===== config.mk =====
export PLATFORM = sky130hd
export DESIGN_NAME = guess_game_ctrl
export DESIGN_NICKNAME = d
export VERILOG_FILES = /design/src/rtl/guess_game_ctrl.sv
export SDC_FILE = /design/constraint.sdc
export NUM_CORES = 1
export LEC_CHECK = 0
export ABC_AREA = 1
export BUFFER_PORTS_ARGS = -buffer_cell sky130_fd_sc_hd__buf_4
export CAP_MARGIN = 30
export CORE_UTILIZATION = 44
export CTS_BUF_LIST = sky130_fd_sc_hd__clkbuf_4 sky130_fd_sc_hd__clkbuf_8
export CTS_CLUSTER_SIZE = 16
export DETAILED_ROUTE_END_ITERATION = 7
export GPL_ROUTABILITY_DRIVEN = 0
export HOLD_SLACK_MARGIN = 0.05
export PLACE_DENSITY_LB_ADDON = 0.08
export SKIP_LAST_GASP = 1
export SLEW_MARGIN = 20
export SYNTH_ARGS = -nofsm -noshare
export SYNTH_HDL_FRONTEND = slang
export SYNTH_SLANG_ARGS = --single-unit

===== constraint.sdc =====
create_clock -name clk -period 2.97 [get_ports clk]
set_input_delay 0 -clock clk [delete_from_list [all_inputs] [get_ports clk]]
set_output_delay 0 -clock clk [all_outputs]
set_load 0.02 [all_outputs]

===== src/rtl/guess_game_ctrl.sv =====
// Round sequencer for the button guessing game: conditions the raw buttons, paces the
// guess FSM with a divided step enable, holds the round result and keeps score per game.
module guess_game_ctrl #(
    parameter int N      = 4,
    parameter int HOLD   = 8,
    parameter int ROUNDS = 5
) (
    input  logic       clk,
    input  logic       reset,
    input  logic       start,
    input  logic       b0,
    input  logic       b1,
    input  logic       b2,
    input  logic       b3,
    input  logic       win_in,
    input  logic       lose_in,
    output logic       tick,
    output logic       guess_clr,
    output logic [3:0] bp,
    output logic [3:0] score,
    output logic [2:0] round,
    output logic       led_win,
    output logic       led_lose,
    output logic       done
);

    typedef enum logic [2:0] {
        S_IDLE,
        S_CLEAR,
        S_PLAY,
        S_HOLD,
        S_DONE
    } state_t;

    localparam logic [2:0] LAST_ROUND = 3'(ROUNDS - 1);
    localparam logic [7:0] HOLD_LAST  = 8'(HOLD - 1);

    state_t       state;
    state_t       state_next;
    logic [4:0]   raw;
    logic [4:0]   sync1;
    logic [4:0]   sync2;
    logic [4:0]   prev;
    logic [4:0]   edges;
    logic [3:0]   btn_edge;
    logic         start_edge;
    logic         one_press;
    logic [N-1:0] div;
    logic         itick;
    logic [7:0]   hold_cnt;
    logic         hold_done;

    // Bit 4 is start, bits 3..0 are the guess buttons.
    assign raw        = {start, b3, b2, b1, b0};
    assign edges      = sync2 & ~prev;
    assign btn_edge   = edges[3:0];
    assign start_edge = edges[4];
    assign one_press  = (btn_edge != 4'd0) && ((btn_edge & (btn_edge - 4'd1)) == 4'd0);
    assign itick      = &div;
    assign hold_done  = (state == S_HOLD) && itick && (hold_cnt == HOLD_LAST);

    assign tick      = itick && (state == S_PLAY);
    assign guess_clr = (state == S_CLEAR);
    assign done      = (state == S_DONE);

    always_comb begin
        state_next = state;
        case (state)
            S_IDLE:  if (start_edge) state_next = S_CLEAR;
            S_CLEAR: state_next = S_PLAY;
            S_PLAY:  if (win_in || lose_in) state_next = S_HOLD;
            S_HOLD:  if (hold_done) state_next = (round == LAST_ROUND) ? S_DONE : S_CLEAR;
            S_DONE:  if (start_edge) state_next = S_CLEAR;
            default: state_next = S_IDLE;
        endcase
    end

    always_ff @(posedge clk) begin
        if (reset) begin
            state    <= S_IDLE;
            sync1    <= '0;
            sync2    <= '0;
            prev     <= '0;
            bp       <= '0;
            div      <= '0;
            hold_cnt <= '0;
            score    <= '0;
            round    <= '0;
            led_win  <= 1'b0;
            led_lose <= 1'b0;
        end else begin
            state <= state_next;
            sync1 <= raw;
            sync2 <= sync1;
            prev  <= sync2;
            bp    <= ((state == S_PLAY) && one_press) ? btn_edge : 4'd0;

            // The divider restarts on PLAY and HOLD entry so both phases see full tick periods.
            if ((state_next != state) && ((state_next == S_PLAY) || (state_next == S_HOLD)))
                div <= '0;
            else
                div <= div + 1'b1;

            if (state != S_HOLD)
                hold_cnt <= '0;
            else if (itick)
                hold_cnt <= (hold_cnt == HOLD_LAST) ? 8'd0 : hold_cnt + 8'd1;

            case (state)
                S_IDLE, S_DONE: begin
                    if (start_edge) begin
                        score <= '0;
                        round <= '0;
                    end
                end
                S_PLAY: begin
                    if (win_in) begin
                        led_win <= 1'b1;
                        score   <= (score == 4'hF) ? 4'hF : score + 4'd1;
                    end else if (lose_in) begin
                        led_lose <= 1'b1;
                    end
                end
                S_HOLD: begin
                    if (hold_done) begin
                        led_win  <= 1'b0;
                        led_lose <= 1'b0;
                        if (round != LAST_ROUND)
                            round <= round + 3'd1;
                    end
                end
                default: ;
            endcase
        end
    end

endmodule


==> flow_summary.toml <==
[floorplan]
dieArea_um2 = 4320
rows = 22
die_y_um = 65.73
core_um2 = 3771
pin_count = 25
start_util = 0.4738
die-width_um = 65.73

[run_status]
status = "complete, no violations"

[setup_path]
crit_path_end_kind = "register"
crit_type = "register to register"
cpMostUsedCell = "nand2_1"
critical_path_arrival_ns = 1.74
crit_chain = "ha_1 -> nand3_2 -> inv_2 -> nand2_1 -> nand2_2 -> nand4_1 -> nand2_1 -> nand2_1 -> nand2_2 -> nor2_1"
crit_fanout = 9
critPathLaunchType = "register"
cp_data_required_time_ns = 3.16
slowest_stage = "dfxtp_1"
cp_top_family = "simple AND/OR/NAND/NOR gates"
cp_num_buf_inv = 1
max_stage_delay_ns = 0.35

[sta]
layout_setup_ws_ns = 1.418
setup_viol = 0
fin_worst_skew_ns = 0.006758
hold_slack_ns = 0.05437
rsz0062_at_grt = "no"
timing.slew.headroom = 0.7855
drv_slew = 0
min_period_over_period = 0.5226
worst_pin_slew_ns = 0.3203
hold_violations = 0
fmax_mhz = 644.3
min_period_ns = 1.552
setup-tns-final_ns = 0

[synthesis]
syn_avg_cell_area_um2 = 7.906
syn-num-nets = 240
ys_seq_elements = 43
synth.cell_area_um2 = 1787
ys_warn_count = 0
synth_cell_types = 29
netlist_instances = 226
ys_seq_area_frac = 0.4818

[layout]
layout_common_cells = "43 x dfxtp_1, 40 x inv_1, 38 x nor2_1, 26 x nand2_1, 24 x buf_4"
syn_to_final_growth_pct = 22.69
nNetsFinal = 275
diodes = 0
mostFrequentLayoutCell = "dfxtp_1"
utilization = 0.5813
drive_gt1_frac = 0.1870

[drt]
drc_errors = 0
wl_mm = 3.094
vias = 1447
drtAntennaViolNets = 0
drt_first_pass_iters = 4
vias_per_cell = 4.668
wl_per_cell_um = 9.981
drt-initial-drc-count = 20

[clock_network]
cts_resized = 0
clkTransAtPathRegs_ns = 0.08
clk_latency_ns = 0.29
cts_setup_buffers = 0
cts_buffers = 5
clockRootBuffer = "clkbuf_8"
cts_buffer_depth = 2
cts_tree = "done"
cts_htree_levels = 2
cts.sinks = 43

[global_route]
grt_pass1_wl_mm = 5.354
grt_max_degree = 24
top_usage_layer = "met2"
antenna_found_initial = 0
use_met1 = 0.1899
use_met3 = 0.04167
grtUsageTotal = 0.1628
gr-total-overflow = 0
first_global_vias = 1360
grt_util_met2 = 0.2844

[placement]
post-place-ws_ns = 1.418
dp_hpwl_mm = 2.256
port_buffers = 24

[pwr]
power_mw = 1.124
p_per_area_nw_per_um2 = 512.9
p_leak_nw = 0.9428
ir_drop_mv = 0.3070

[min_path]
hold_path_class = "input pin to register"

[job]
drv_cap = 0
final timing paths:
path	from	endpoint	slack, ns	cells after the start
worst max-delay path	div[0]	div[2]	1.42	10
worst min-delay path	reset	prev[3]	0.05	2
worst max register to register	div[0]	div[2]	1.42	10
worst min register to register	sync1[3]	sync2[3]	0.40	2
where the power goes:
| part | internal, mW | switching [mW] |
|---|---|---|
| clock | 0.250 | 0.194 |
| combinational | 0.0347 | 0.0428 |
| sequential | 0.593 | 0.0101 |
| total | 0.878 | 0.247 |
logic make-up (layout without fill, tap and decap cells):
kind of cell | count (synthesis) | count (layout) | share of synthesized area
AO/OA/AOI/OAI | 31 | 31 | 0.09804
XOR/XNOR | 4 | 4 | 0.01961
adder cells (fa/ha/maj) | 5 | 5 | 0.03501
buffers and inverters | 44 | 80 | 0.09244
flip-flops | 43 | 43 | 0.4818
AND/OR/NAND/NOR | 99 | 99 | 0.2731
sequential cells by signal, summed over array words and instances, names as in the netlist:
| register | count |
|---|---|
| bp | 4 |
| led_lose | 1 |
| sync2 | 5 |
| led_win | 1 |
| sync1 | 5 |
| state | 3 |
| prev | 5 |
| div | 4 |
| score | 4 |
| round | 3 |
| hold_cnt | 8 |
layout make-up:
cell class                      count  area [um^2]
Timing Repair Buffer               30        240.2
Fill cell                         351         1579
Clock buffer                        5        68.82
Tap cell                           48        60.06
Inverter                           42        157.7
Multi-Input combinational cell    139        760.7
Clock inverter                      3        43.79
Sequential cell                    43        860.8
synth_stat cells:
| master | number | area [um^2] |
|---|---|---|
| a211oi_1 | 1 | 7.510 |
| a21oi_1 | 14 | 70.07 |
| a221oi_1 | 1 | 8.760 |
| a22oi_1 | 1 | 7.510 |
| a31o_2 | 1 | 8.760 |
| a31oi_1 | 2 | 12.51 |
| and3_1 | 1 | 6.260 |
| clkbuf_1 | 2 | 7.510 |
| dfxtp_1 | 43 | 860.8 |
| ha_1 | 5 | 62.56 |
| inv_1 | 40 | 150.1 |
| inv_2 | 2 | 7.510 |
| nand2_1 | 26 | 97.59 |
| nand2_2 | 3 | 18.77 |
| nand3_1 | 11 | 55.05 |
| nand3_2 | 1 | 10.01 |
| nand4_1 | 3 | 18.77 |
| nand4_4 | 1 | 21.27 |
| nor2_1 | 38 | 142.6 |
| nor2_4 | 2 | 22.52 |
| nor2_8 | 1 | 20.02 |
| nor3_1 | 6 | 30.03 |
| nor3_2 | 2 | 20.02 |
| o211ai_1 | 2 | 15.01 |
| o21ai_0 | 7 | 35.03 |
| o21ai_1 | 2 | 10.01 |
| or2_2 | 4 | 25.02 |
| xnor2_1 | 2 | 17.52 |
| xor2_1 | 2 | 17.52 |
per-stage QoR:
| stage | cells | instance area (um^2) |
|---|---|---|
| global placement | 296 | 2019 |
| finish | 310 | 2192 |
| CTS | 310 | 2192 |
| global route | 310 | 2192 |
| floorplan | 226 | 1787 |
| detailed placement | 296 | 2019 |
repair_timing:
action                                  in CTS  in global routing
endpoints found under the setup margin       0                  0
hold buffers                                 6                  0
hold endpoints to repair                     6                  0
routing by layer:
metal	up-vias	share of wire	wire length, um
met5	-	0	0
met1	639	0.50	1541
met2	19	0.46	1437
li1	784	-	-
met4	0	0.0084	26
met3	5	0.028	88
Note: power is estimated with default switching activity, not from simulation.
